## src/rtl/video_stream_out_if.sv

```systemverilog
// Pixel-stream bundle: FIFO read side plus registered video timing/pixel outputs.
// master = the stream generator, slave = the FIFO/display side.
interface video_stream_out_if;
    logic        fifo_empty;
    logic [23:0] fifo_data;
    logic        fifo_rd_en;
    logic        hsync;
    logic        vsync;
    logic        de;
    logic [23:0] rgb;
    logic        frame_start;

    modport master (
        input  fifo_empty, fifo_data,
        output fifo_rd_en, hsync, vsync, de, rgb, frame_start
    );

    modport slave (
        output fifo_empty, fifo_data,
        input  fifo_rd_en, hsync, vsync, de, rgb, frame_start
    );
endinterface

```

## src/rtl/video_stream_out.sv

```systemverilog
// Raster timing generator that streams FIFO pixels to a registered RGB888 output.
// Defining VSO_TEST_PATTERN_EN adds an 8-bar colour pattern selected by test_mode.
module video_stream_out #(
    parameter int          H_ACTIVE        = 640,
    parameter int          H_FP            = 16,
    parameter int          H_SYNC          = 96,
    parameter int          H_BP            = 48,
    parameter int          V_ACTIVE        = 480,
    parameter int          V_FP            = 10,
    parameter int          V_SYNC          = 2,
    parameter int          V_BP            = 33,
    parameter int          SYNC_POL        = 0,
    parameter int          IN_FMT          = 0,
    parameter logic [23:0] UNDERFLOW_COLOR = 24'hFF0000
) (
    input  logic               clock25,
    input  logic               resetn,
    input  logic               enable,
    input  logic               test_mode,
    video_stream_out_if.master vid,
    output logic [15:0]        underflow_cnt
);
    // state  | meaning
    // IDLE   | stream disabled, pixels black, no FIFO reads
    // ARM    | enabled, waiting for the last pixel of the current frame
    // STREAM | reading the FIFO and emitting pixels

    localparam int H_TOTAL = H_ACTIVE + H_FP + H_SYNC + H_BP;
    localparam int V_TOTAL = V_ACTIVE + V_FP + V_SYNC + V_BP;
    localparam int HW      = $clog2(H_TOTAL);
    localparam int VW      = $clog2(V_TOTAL);

    localparam logic [HW-1:0] H_ACT_C  = HW'(H_ACTIVE);
    localparam logic [HW-1:0] H_SS_C   = HW'(H_ACTIVE + H_FP);
    localparam logic [HW-1:0] H_SE_C   = HW'(H_ACTIVE + H_FP + H_SYNC);
    localparam logic [HW-1:0] H_LAST_C = HW'(H_TOTAL - 1);
    localparam logic [VW-1:0] V_ACT_C  = VW'(V_ACTIVE);
    localparam logic [VW-1:0] V_SS_C   = VW'(V_ACTIVE + V_FP);
    localparam logic [VW-1:0] V_SE_C   = VW'(V_ACTIVE + V_FP + V_SYNC);
    localparam logic [VW-1:0] V_LAST_C = VW'(V_TOTAL - 1);
    localparam logic          SYNC_ACT = (SYNC_POL != 0);

    typedef enum logic [1:0] {IDLE, ARM, STREAM} state_t;

    state_t        state;
    logic [HW-1:0] h_cnt;
    logic [VW-1:0] v_cnt;
    logic          h_last, v_last;
    logic          px_active, hs_on, vs_on;
    logic          streaming, tp_on, rd_en, underflow;

    logic s1_active, s1_hs, s1_vs, s1_rd, s1_uf, s1_first;

    function automatic logic [23:0] to_rgb888(input logic [23:0] d);
        if (IN_FMT == 0)
            return {d[15:11], 3'b000, d[10:5], 2'b00, d[4:0], 3'b000};
        else
            return d;
    endfunction

`ifdef VSO_TEST_PATTERN_EN
    logic [2:0] bar_idx;
    logic [2:0] s1_bar;
    logic       s1_tp;

    function automatic logic [23:0] bar_color(input logic [2:0] idx);
        case (idx)
            3'd0:    return 24'hFFFFFF;
            3'd1:    return 24'hFFFF00;
            3'd2:    return 24'h00FFFF;
            3'd3:    return 24'h00FF00;
            3'd4:    return 24'hFF00FF;
            3'd5:    return 24'hFF0000;
            3'd6:    return 24'h0000FF;
            default: return 24'h000000;
        endcase
    endfunction

    assign tp_on   = test_mode;
    assign bar_idx = 3'({h_cnt, 3'b000} / (HW + 3)'(H_ACTIVE));
`else
    logic unused_test_mode;
    assign unused_test_mode = test_mode;
    assign tp_on            = 1'b0;
`endif

    assign h_last    = (h_cnt == H_LAST_C);
    assign v_last    = (v_cnt == V_LAST_C);
    assign px_active = (h_cnt < H_ACT_C) && (v_cnt < V_ACT_C);
    assign hs_on     = (h_cnt >= H_SS_C) && (h_cnt < H_SE_C);
    assign vs_on     = (v_cnt >= V_SS_C) && (v_cnt < V_SE_C);

    // Gating with enable as well as state lets a dropped enable stop reads this clock.
    assign streaming      = (state == STREAM) && enable;
    assign rd_en          = streaming && px_active && !vid.fifo_empty && !tp_on;
    assign underflow      = streaming && px_active &&  vid.fifo_empty && !tp_on;
    assign vid.fifo_rd_en = rd_en;

    always_ff @(posedge clock25 or negedge resetn) begin
        if (!resetn) begin
            h_cnt <= '0;
            v_cnt <= '0;
        end else if (h_last) begin
            h_cnt <= '0;
            v_cnt <= v_last ? '0 : v_cnt + VW'(1);
        end else begin
            h_cnt <= h_cnt + HW'(1);
        end
    end

    always_ff @(posedge clock25 or negedge resetn) begin
        if (!resetn) begin
            state <= IDLE;
        end else if (!enable) begin
            state <= IDLE;
        end else begin
            case (state)
                IDLE:    state <= ARM;
                ARM:     if (h_last && v_last) state <= STREAM;
                STREAM:  state <= STREAM;
                default: state <= IDLE;
            endcase
        end
    end

    always_ff @(posedge clock25 or negedge resetn) begin
        if (!resetn)
            underflow_cnt <= '0;
        else if (underflow && (underflow_cnt != 16'hFFFF))
            underflow_cnt <= underflow_cnt + 16'd1;
    end

    always_ff @(posedge clock25 or negedge resetn) begin
        if (!resetn) begin
            s1_active <= 1'b0;
            s1_hs     <= 1'b0;
            s1_vs     <= 1'b0;
            s1_rd     <= 1'b0;
            s1_uf     <= 1'b0;
            s1_first  <= 1'b0;
        end else begin
            s1_active <= px_active;
            s1_hs     <= hs_on;
            s1_vs     <= vs_on;
            s1_rd     <= rd_en;
            s1_uf     <= underflow;
            s1_first  <= streaming && (h_cnt == '0) && (v_cnt == '0);
        end
    end

`ifdef VSO_TEST_PATTERN_EN
    always_ff @(posedge clock25 or negedge resetn) begin
        if (!resetn) begin
            s1_tp  <= 1'b0;
            s1_bar <= '0;
        end else begin
            s1_tp  <= tp_on;
            s1_bar <= bar_idx;
        end
    end
`endif

    // fifo_data is valid here, one clock after the read strobe.
    always_ff @(posedge clock25 or negedge resetn) begin
        if (!resetn) begin
            vid.hsync       <= ~SYNC_ACT;
            vid.vsync       <= ~SYNC_ACT;
            vid.de          <= 1'b0;
            vid.rgb         <= '0;
            vid.frame_start <= 1'b0;
        end else begin
            vid.hsync       <= s1_hs ? SYNC_ACT : ~SYNC_ACT;
            vid.vsync       <= s1_vs ? SYNC_ACT : ~SYNC_ACT;
            vid.de          <= s1_active;
            vid.frame_start <= s1_first;
            if (s1_rd)
                vid.rgb <= to_rgb888(vid.fifo_data);
            else if (s1_uf)
                vid.rgb <= UNDERFLOW_COLOR;
`ifdef VSO_TEST_PATTERN_EN
            else if (s1_tp && s1_active)
                vid.rgb <= bar_color(s1_bar);
`endif
            else
                vid.rgb <= '0;
        end
    end
endmodule

```

## src/flat_wrapper.sv

```systemverilog
// flat-port wrapper written by rule: the top's interface ports become plain ports
module video_stream_out_flat 
#(
    parameter int          H_ACTIVE        = 640,
    parameter int          H_FP            = 16,
    parameter int          H_SYNC          = 96,
    parameter int          H_BP            = 48,
    parameter int          V_ACTIVE        = 480,
    parameter int          V_FP            = 10,
    parameter int          V_SYNC          = 2,
    parameter int          V_BP            = 33,
    parameter int          SYNC_POL        = 0,
    parameter int          IN_FMT          = 0,
    parameter logic [23:0] UNDERFLOW_COLOR = 24'hFF0000
)
  (clock25, resetn, enable, test_mode, underflow_cnt, vid_fifo_empty, vid_fifo_data, vid_fifo_rd_en, vid_hsync, vid_vsync, vid_de, vid_rgb, vid_frame_start);
  video_stream_out_if vid_i ();
  input  logic clock25;
  input  logic resetn;
  input  logic enable;
  input  logic test_mode;
  output logic [15:0] underflow_cnt;
  input wire logic [$bits(vid_i.fifo_empty)-1:0] vid_fifo_empty;
  input wire logic [$bits(vid_i.fifo_data)-1:0] vid_fifo_data;
  output wire logic [$bits(vid_i.fifo_rd_en)-1:0] vid_fifo_rd_en;
  output wire logic [$bits(vid_i.hsync)-1:0] vid_hsync;
  output wire logic [$bits(vid_i.vsync)-1:0] vid_vsync;
  output wire logic [$bits(vid_i.de)-1:0] vid_de;
  output wire logic [$bits(vid_i.rgb)-1:0] vid_rgb;
  output wire logic [$bits(vid_i.frame_start)-1:0] vid_frame_start;
  assign vid_i.fifo_empty = vid_fifo_empty;
  assign vid_i.fifo_data = vid_fifo_data;
  assign vid_fifo_rd_en = vid_i.fifo_rd_en;
  assign vid_hsync = vid_i.hsync;
  assign vid_vsync = vid_i.vsync;
  assign vid_de = vid_i.de;
  assign vid_rgb = vid_i.rgb;
  assign vid_frame_start = vid_i.frame_start;
  video_stream_out #(.H_ACTIVE(H_ACTIVE), .H_FP(H_FP), .H_SYNC(H_SYNC), .H_BP(H_BP), .V_ACTIVE(V_ACTIVE), .V_FP(V_FP), .V_SYNC(V_SYNC), .V_BP(V_BP), .SYNC_POL(SYNC_POL), .IN_FMT(IN_FMT), .UNDERFLOW_COLOR(UNDERFLOW_COLOR)) u_core (.clock25(clock25), .resetn(resetn), .enable(enable), .test_mode(test_mode), .vid(vid_i), .underflow_cnt(underflow_cnt));
endmodule
```

## config.mk

```make
export PLATFORM = sky130hd
export DESIGN_NAME = video_stream_out_flat
export DESIGN_NICKNAME = d
export VERILOG_FILES = /design/src/rtl/video_stream_out_if.sv /design/src/rtl/video_stream_out.sv /design/src/flat_wrapper.sv
export SDC_FILE = /design/constraint.sdc
export NUM_CORES = 1
export LEC_CHECK = 0
export ABC_AREA = 1
export CORE_MARGIN = 10
export CORE_UTILIZATION = 40
export DETAILED_ROUTE_END_ITERATION = 8
export PLACE_DENSITY = 0.66
export SLEW_MARGIN = 15
export SYNTH_ARGS = -nofsm -noshare
export SYNTH_HDL_FRONTEND = slang
export SYNTH_SLANG_ARGS = --single-unit
```

## constraint.sdc

```tcl
create_clock -name clock25 -period 3.99 [get_ports clock25]
set_clock_uncertainty 0.2 [all_clocks]
set_input_delay 0.5985 -clock clock25 [delete_from_list [all_inputs] [get_ports clock25]]
set_output_delay 0.5985 -clock clock25 [all_outputs]
set_load 0.005 [all_outputs]
```

=== Word level (Yosys, flattened, before mapping) ===
Cells that the tools add are included.

* Flip-flop bits (word level): 72
* Output and inout bits: 45

* $add $sub $neg: 3
* Magnitude comparators: 6
* Eq/ne operators: 6
* Mux-type cells: 9
* Reduce and logical (&&, ||, !) cells: 15

{| class="wikitable"
|+ Operators with widths
! operator !! count
|-
| 24-bit two-way mux || 2
|-
| 10-bit by 1-bit adder with 10-bit output, second input constant || 2
|-
| 10-bit equality test, second input constant || 2
|-
| 10-bit zero test || 2
|-
| 10-bit < comparator, second input constant || 2
|-
| 10-bit by 9-bit < comparator with 1-bit output, second input constant || 2
|-
| 10-bit two-way mux || 2
|-
| 16-bit by 1-bit adder with 16-bit output, second input constant || 1
|-
| 16-bit inequality test, second input constant || 1
|-
| 1-bit logical AND || 11
|-
| 10-bit greater-or-equal comparator, second input constant || 1
|-
| 10-bit by 9-bit greater-or-equal comparator with 1-bit output, second input constant || 1
|-
| 2-bit one-hot mux with 3 select lines || 1
|-
| 2-bit two-way mux || 2
|-
| 3-bit by 2-bit inequality test with 1-bit output, second input constant || 1
|-
| 2-bit by 1-bit equality test with 1-bit output, second input constant || 1
|-
| 2-bit equality test, second input constant || 1
|-
| 2-bit zero test || 1
|-
| 1-bit two-way mux || 2
|-
| 1-bit zero test || 1
|}

=== Longest topological paths before layout ===
Gate-level depths: netlist (run 1).

* Word-level depth: 5
* Gate-level depth with buffers: 9
* Gate-level depth less buffers: 8

=== Worst setup path before layout (run 1) ===
OpenSTA, ideal clock, no wires.

* Kind: register to output
* Start point: register u_core.v_cnt[5]
* End point: output vid_fifo_rd_en
* Arrival time: 1.010 ns
* Path slack: 2.181 ns
* Cell stages (with the launch flop): 8
* Cells stage by stage: dfrtp_1 -> nand2_1 -> inv_1 -> nand2_1 -> nand2_1 -> nor2_1 -> nand2_1 -> nor2_1

* Longest elaborated chain between the ends: 4

{| class="wikitable"
|+ Ends and longest elaborated chain
! item !! line !! source
|-
| start: declaration || video_stream_out.sv:47 || <nowiki>logic [VW-1:0] v_cnt;</nowiki>
|-
| start signal: assignment || video_stream_out.sv:105 || <nowiki>v_cnt <= v_last ? '0 : v_cnt + VW'(1);</nowiki>
|-
| 10-bit by 9-bit < comparator with 1-bit output || video_stream_out.sv:89 || <nowiki>assign px_active = (h_cnt < H_ACT_C) && (v_cnt < V_ACT_C);</nowiki>
|-
| 1-bit logical AND || video_stream_out.sv:89 ||
|-
| via u_core.px_active || video_stream_out.sv:49 || <nowiki>logic px_active, hs_on, vs_on;</nowiki>
|-
| 1-bit logical AND (2 in series) || video_stream_out.sv:95 || <nowiki>assign rd_en = streaming && px_active && !vid.fifo_empty && !tp_on;</nowiki>
|-
| end: declaration || flat_wrapper.sv:25 || <nowiki>output wire logic [$bits(vid_i.fifo_rd_en)-1:0] vid_fifo_rd_en;</nowiki>
|}

The timed path passes the listed nets, and every way through them passes these cells.

=== Final worst setup path (run 1) ===
* Start point: input enable
* End point: output vid_fifo_rd_en

* Longest elaborated chain between the ends: 3

{| class="wikitable"
|+ Ends and longest elaborated chain
! item !! line !! source
|-
| start: declaration || flat_wrapper.sv:20 || <nowiki>input logic enable;</nowiki>
|-
| 1-bit logical AND || video_stream_out.sv:94 || <nowiki>assign streaming = (state == STREAM) && enable;</nowiki>
|-
| 1-bit logical AND (2 in series) || video_stream_out.sv:95 ||
|}

No other way between the ends.

==> results of run 1 <==
## cells in the final DEF, fill, tap and decap left out, drive strengths merged
cell type / Yosys / layout
buf: 11 / 2
nand4: 18 / 18
clkbuf: 2 / 11
nor2: 43 / 43
o21bai: 16 / 16
xor2: 15 / 15
conb: 1 / 5
clkdlybuf4s50: 0 / 58
inv: 69 / 71
dfstp: 2 / 2
a21oi: 4 / 4
o21ai: 11 / 11
nor4: 2 / 2
a31oi: 1 / 1
ha: 9 / 9
clkinv: 0 / 3
dfrtp: 63 / 63
o211ai: 1 / 1
nor3: 5 / 5
nand2: 114 / 114
nand3: 24 / 24
## path summary, 6_finish.rpt
path | endpoint | slack [ns]
setup reg to reg | u_core.underflow_cnt[15] | 1.98
hold reg to reg | u_core.vid.frame_start | 0.15
hold / removal | u_core.h_cnt[4] | 0.005
setup / recovery | vid_fifo_rd_en | 1.09
max in group asynchronous | u_core.s1_vs | 2.64
min in group clock25 | u_core.vid.frame_start | 0.15
## kinds of logic (layout without fill, tap and decap cells)
kind of cell / after synthesis / after routing / share of synthesized area [%]
other: 1 / 5 / 0.111
AOI/OAI and AO/OA: 33 / 33 / 6.20
buffers and inverters: 82 / 145 / 10.3
and+or+nand+nor: 206 / 206 / 27.8
xor gates and xnor gates: 15 / 15 / 3.90
DFF: 65 / 65 / 48.3
adders and majority gates: 9 / 9 / 3.34
## flip-flops by register name, summed over array words and instances (netlist names), 2 cells and up
register              flops
u_core.vid.rgb           17
u_core.underflow_cnt     16
u_core.h_cnt             10
u_core.v_cnt             10
u_core.state              2
## synthesized netlist by cell type, types with 2 or more instances
master	n	area share [%]
sky130_fd_sc_hd__nand2_1	112	12
sky130_fd_sc_hd__a21oi_1	4	0.59
sky130_fd_sc_hd__nor4_1	2	0.37
sky130_fd_sc_hd__xor2_1	15	3.9
sky130_fd_sc_hd__dfstp_2	2	1.6
sky130_fd_sc_hd__nor2_1	38	4.2
sky130_fd_sc_hd__clkbuf_1	2	0.22
sky130_fd_sc_hd__buf_4	8	1.8
sky130_fd_sc_hd__dfrtp_1	63	47
sky130_fd_sc_hd__o21bai_1	16	3.6
sky130_fd_sc_hd__buf_2	2	0.30
sky130_fd_sc_hd__nor3_1	5	0.74
sky130_fd_sc_hd__ha_1	9	3.3
sky130_fd_sc_hd__inv_1	68	7.6
sky130_fd_sc_hd__o21ai_0	11	1.6
sky130_fd_sc_hd__nor2_4	3	1.0
sky130_fd_sc_hd__nand3_1	23	3.4
sky130_fd_sc_hd__nand4_1	16	3.0
## metal layers
layer	global-route usage (%)	vias up	routed length, µm
met5	0	-	0
met4	4.28	0	61
met3	3.38	6	402
met2	20.3	61	3600
met1	14.4	1251	3350
li1	-	1398	-
## area by class of cell
class                           instances  area share, %
Tap cell                              105           3.13
Timing Repair Buffer                   60           14.1
Inverter                               69           6.18
Sequential cell                        65           38.9
Clock inverter                          5          0.955
Clock buffer                           11           3.13
Multi-Input combinational cell        268           33.6
## metrics by stage
step	power (W)	hold WS, ns	worst slack [ns]	instance area (µm²)
global placement	0.000835	0.133	1.09	4020
global route	0.00139	0.0319	0.992	4190
detailed placement	0.000842	0.135	1.08	4020
finish	0.00133	0.00502	1.09	4190
CTS	0.00135	0.00819	1.08	4190
floorplan	0.000763	0.103	2.18	3390
## power by group through the flow
stage | Sequential (W) | Combinational [W] | Clock (W)
3_5_place_dp | 0.000710 | 0.000132 | 0
3_3_place_gp | 0.000708 | 0.000127 | 0
5_1_grt | 0.000700 | 0.000146 | 0.000542
6_report | 0.000697 | 0.000128 | 0.000505
4_1_cts | 0.000697 | 0.000132 | 0.000517
2_1_floorplan | 0.000707 | 0.0000557 | 0
==> flow_results.org, run 1 <==
** Worst setup path
- Worst setup path startpoint :: enable
- For the worst setup path, the data required time is around 3.2 ns.
- On the worst path, the slowest cell contributes a delay of ~0.55 ns.
- The critical path crosses 6 cells after its start point.
- The signal on the critical path passes through clkdlybuf4s50_1 > nand2_1 > inv_1 > nand2_1 > nor2_1 > clkdlybuf4s50_1.
- Together, buffers and inverters on the worst path number 3.
- Crit Path Category :: primary input to output pin
- Crit path capture type :: output pin
- Along the worst path, the maximum fanout reaches 5.
- Crit path DAT :: 2.10 ns
- STA classifies the critical path startpoint as a primary input.
- Family of cells with the greatest summed delay on the critical path :: buffers and inverters
- Among all stages on the critical path, the largest delay is contributed by sky130_fd_sc_hd__clkdlybuf4s50_1.
- R2r worst-path depth :: 8
- Startpoint of the worst register-to-register path :: u_core.state[0]

** Global routing
- The number of global-route vias before repair was about 2,700.
- Maximum number of pins on one net before global-route repair :: 45
- Across every metal layer, demand over resource in global routing totals between 10% and 20%.
- The total overflow left after global routing is 0.
- The initial antenna violation count came to 0.
- Wire length of the first global-routing pass :: about 13,000 µm

** Synthesis
- In this run, synthesis produced a sequential element count of 65.
- Netlist area before placement :: around 3400 µm²
- Post-synth ARST share :: 100%
- Synth Area per Inst :: 8.20 µm²
- During synthesis, Yosys emitted a total of 0 warnings.
- Sequential area share after synthesis :: 48.3%
- Counting distinct cell types in the post-synthesis netlist gives 30.
- After technology mapping, the gate count stands at a little over 400.
- Prevailing post-synth register cell :: sky130_fd_sc_hd__dfrtp_1
- Yosys mapped a number of flops with a built-in enable equal to 0.

** Cells and area
- Relative to the synthesized area, the layout overhead comes to 24.4%.
- Area of the multi-input gates :: 1410 µm²
- Number of filler cells placed in the layout :: 792
- Share of the core filled with cells :: between 50% and 60%
- In the final layout, flip-flops and latches occupy 1630 µm².
- Antenna Cells :: 0
- Count of placed standard cells in the final layout, fillers left out :: roughly 580
- Number of nets at the end of the flow :: about 500
- Fraction of final layout cells sized beyond drive strength 1 :: roughly 6%

** Clock tree
- TritonCTS Buffers :: 9
- Clock-pin slew was measured on the worst setup and hold paths at ~0.08 ns.
- The clock passes through at most 2 buffers.
- Skew-Pair Late Insertion Delay :: approximately 0.34 ns
- Once the clock tree was built, the resizer swapped 0 gates to a different size.
- Htree depth :: 3
- Clock root cell :: sky130_fd_sc_hd__clkbuf_8
- Counting every sink on the clock net gives 65.
- Hold repair after CTS inserted 0 buffers.
- TritonCTS built the clock tree.
- Post-CTS Setup Repair Bufs :: 0

** Pwr
- IR analysis of the VDD net gives a maximum drop of 0.000154 V.
- The internal portion of the total power is 0.000981 W.
- Net switching is roughly a quarter of the power.
- Sequential cells account for between 50% and 60% of the total power.
- Dividing total power by cell area gives a power density of 317 nW/µm².
- The share of total power dissipated in combinational logic is 9.7%.
- Net Sw Power :: roughly 0.00035 W
- The clock network is responsible for approximately 38% of the overall power.
- The analysis attributes to cell leakage a power of approximately 2.2 nW.

** Drt
- Antenna Violating Nets Remaining :: 0
- Average vias per placed instance :: roughly 4.7
- Count of unresolved DRC violations after routing :: 0
- Violation count after the first detailed-route iteration :: between 100 and 150
- Routed WL :: between 7000 and 8000 µm
- Before antenna repair, the detailed router went through 4 iterations.
- Dividing the detail-routed wire length by the instance count gives approximately 13 µm.
- Total via count in the routed design :: approximately 2,700

** STA
- Max transition margin :: between 60 and 70%
- The smallest clock period supported by the final layout is computed as between 2 and 3 ns.
- Endpoints failing hold :: 0
- Total negative slack :: 0 ns
- Share of the clock period used by the worst path after layout :: slightly above 70%
- Setup repair after global routing missed its margin :: false
- Setup violations remaining at the end of the flow were counted as 0.
- For the pin with the worst max-slew slack, the measured transition is approximately 0.57 ns.
- Final number of max-transition violations :: 0
- Maximum clock frequency :: 344 MHz

** Placement
- Port-buffer cells :: between 50 and 60
- The congestion estimate from routability-driven global placement came to 0.835.
- Including well taps, the total number of placed cells is 567.
- Post-detailed-placement half-perimeter wirelength :: roughly 5600 µm

** Outcome
- Outcome :: completed

** Floorplan
- Row Count :: 33
- Core Box Area :: approximately 8200 µm²
- Total die area :: ~12,000 µm²
- Die boundary width :: ~110 µm
- Initial core utilization :: about two fifths
- Top-level port count :: between 70 and 80
- Die H :: 112 µm

** Min path
- Type of the worst min-delay path :: primary input to async pin

** Flow run
- Number of max-cap violations :: 0
Power figures use the tool's default switching activity.
==> inputs of run 2 (changes only) <==
Clock period 3.99 ns to 2.7 ns, I/O delays scaled along.
==> run 2 against run 1 <==
Against the previous run: core utilization rose by 0.85 points; global-route usage barely moved; hold slack improved by 0.15 ns; sequential cell count did not move; via count barely moved; combinational power rose by 59%; largest cell class unchanged; highest routed layer unchanged.
==> flow_results.org, run 2 (same netlist as run 1, synthesis figures left out) <==
** STA
- Setup repair after global routing missed its margin :: false
- Maximum clock frequency :: between 400 and 500 MHz
- Share of the clock period used by the worst path after layout :: around 80%
- The count of pins over their slew limit came to 0.
- Final setup violation count :: 0
- Measured against its own limit, the worst slew margin works out to approximately half.
- Smallest hold slack :: roughly 0.15 ns
- Endpoints failing hold :: 0
- At the pin with the least slew margin, the transition time is 0.740 ns.
- Total negative slack :: 0 ns
- The worst path needs roughly 2.2 ns of the cycle, external delays included.
- In the post-route analysis, the smallest setup slack over all paths is between 0.5 and 0.6 ns.

** Placement
- Pre-CTS setup slack :: between 0.2 and 0.25 ns
- Once detailed placement completed, the half-perimeter wirelength came to 5610 µm.
- The congestion estimate from routability-driven global placement came to between 0.8 and 0.9.
- The count of buffers added on input and output ports is a little under 60.

** Drt
- Summed over all layers, the routed wires come to 7490 µm.
- Average vias per placed instance :: 4.63
- Antenna Violating Nets Remaining :: 0
- Total via count in the routed design :: around 2,700
- First-pass detailed-route iteration total :: 4
- In the final routed layout, each cell accounts on average for between 10 and 15 µm.
- For this run, design rule violations remaining after detail routing come to 0.
- Violation count after the first detailed-route iteration :: 79

** Clock tree
- Buffers added to address setup during post-CTS repair amount to 0.
- CTS built an H-tree with a depth of 3.
- Clock root cell :: sky130_fd_sc_hd__clkbuf_8
- CTS sink cnt :: between 60 and 70
- Clock slew at the register clock pins of the worst setup and hold paths :: roughly 0.07 ns
- Skew-Pair Late Insertion Delay :: about 0.34 ns
- In this run the deepest clock path goes through 2 buffers.
- TritonCTS Buffers :: 9
- TritonCTS built the clock tree.

** Floorplan
- Total die area :: 12,500 µm²
- Die boundary width :: approximately 110 µm
- Die H :: between 100 and 150 µm
- For this configuration, the core starts out at a cell density of between 40 and 50%.
- In this run the core area contains 33 standard-cell rows.
- After floorplanning, the core was sized to cover 8220 µm².
- Top-level port count :: between 70 and 80

** Cells and area
- The sequential cells in the finished layout cover a total of approximately 1600 µm².
- Relative to the synthesized area, the layout overhead comes to 26.5%.
- Area of the multi-input gates :: roughly 1400 µm²
- Largest register FFs :: 17
- Leading cell type in the layout, fill and taps excluded :: sky130_fd_sc_hd__nand2_1
- The number of antenna diodes in the final layout is 0.
- Register bank with the most flops :: u_core.vid.rgb
- In the final layout, the share of cells above drive strength 1 is roughly 6.9%.
- Number of filler cells placed in the layout :: between 800 and 900
- At the end of the flow, the number of nets in the layout was about 510.
- Largest registers :: u_core.vid.rgb: 17 flops, u_core.underflow_cnt: 16 flops
- In the layout the commonest cells are sky130_fd_sc_hd__nand2_1, sky130_fd_sc_hd__inv_1, sky130_fd_sc_hd__dfrtp_1.

** Worst setup path
- By instance count, the cell type seen most on the critical path is sky130_fd_sc_hd__nand2_1.
- The worst setup path is of the flip-flop to output pin kind.
- STA classifies the critical path startpoint as a flip-flop.
- Crit path largest cell delay :: around 0.45 ns
- The critical path contains buffers and inverters numbering 2 combined.
- Grouping stages by cell kind, the critical path spends the most delay in simple AND/OR/NAND/NOR gates.
- In this run the worst path has a maximum fanout of 6.
- Cell-by-cell listing of the critical path :: nand2_1 > inv_1 > nand2_2 > nand2_1 > nor2_1 > nand2_1 > nor2_1 > dlymetal6s2s_1
- Cell with the largest stage delay on the worst path :: sky130_fd_sc_hd__dfrtp_2
- STA classifies the critical path endpoint as an output pin.
- R2r worst-path depth :: 8
- For the worst setup path, the data arrival time is 1.56 ns.
- WP depth :: 8
- Req. time, crit path :: approximately 2.1 ns

** Pwr
- For this design the static power due to leakage is approximately 2.3 nW.
- Clock power frac :: 40.1%
- VDD IR-drop max :: 0.000276 V
- Net switching is between 20% and 30% of the power.
- PD cells :: ~480 nW/µm²
- Internal power :: roughly 0.0016 W
- Proportion of power drawn by flip-flops and latches :: 50.0%
- Summed over all nets, the switching power comes to 0.000490 W.
- Comb pwr share :: 9.9%

** Min path
- The worst hold path was traced through 0 stages.
- The path class of the tightest hold or removal check is flip-flop to flip-flop.

** Outcome
- The run finished with clean final reports.

** Global routing
- Global routing used 12.1% of the available tracks across all layers.
- The first global-routing pass estimated about 13,000 µm of wire.
- Maximum number of pins on one net before global-route repair :: 34
- Via count of the first global-routing pass :: roughly 2,800
- Initial antenna violation count :: 0
- After global routing the overflow that remains totals 0.

** Flow run
- Number of max-cap violations :: 0
run 2: per-stage QoR:
step / instance area, µm² / util [%] / instances / power (W)
floorplan: 3390 / - / 415 / 0.00113
global placement: 4050 / 49.3 / 569 / 0.00124
detailed placement: 4050 / 49.3 / 569 / 0.00126
CTS: 4260 / 51.8 / 586 / 0.00209
global route: 4260 / 51.9 / 586 / 0.00217
finish: 4260 / 51.9 / 586 / 0.00206
run 2: path summary, 6_finish.rpt:
| kind | from | end | slack, ns |
|---|---|---|---|
| max | u_core.v_cnt[5] | vid_fifo_rd_en | 0.53 |
| min reg2reg | u_core.s1_first | u_core.vid.frame_start | 0.15 |
| max reg2reg | u_core.underflow_cnt[1] | u_core.underflow_cnt[14] | 0.72 |
| min in group asynchronous | resetn | u_core.vid.rgb[18] | 0.47 |
| min | u_core.s1_first | u_core.vid.frame_start | 0.15 |
| max in group asynchronous | resetn | u_core.vid.vsync | 1.11 |
run 2: repair_timing:
item,CTS,global route
hold buffers,1,0
hold endpoints to repair,31,0
gates resized for setup,0,3
setup endpoints to repair,0,1
run 2: power groups by stage:
stage | registers (W) | clock network (W) | logic (W)
2_1_floorplan | 0.00105 | 0 | 0.0000823
3_3_place_gp | 0.00105 | 0 | 0.000196
3_5_place_dp | 0.00105 | 0 | 0.000207
4_1_cts | 0.00103 | 0.000852 | 0.000210
5_1_grt | 0.00104 | 0.000901 | 0.000231
6_report | 0.00103 | 0.000826 | 0.000203
run 2: routing by layer:
| layer | vias to the layer above | global-route usage (%) | share of wire [%] |
|---|---|---|---|
| li1 | 1393 | - | - |
| met3 | 6 | 4.56 | 5.6 |
| met1 | 1255 | 13.9 | 44 |
| met4 | 0 | 3.17 | 0.79 |
| met2 | 60 | 20.6 | 49 |
| met5 | - | 0 | 0 |
run 2: final cells by class:
type | instances | share of cell area, %
timing repair buffer | 63 | 14.9
inverter | 69 | 6.08
multi-input combinational | 268 | 33.1
clock inverter | 4 | 1.23
tap | 105 | 3.08
clock buffer | 12 | 3.40
sequential | 65 | 38.2
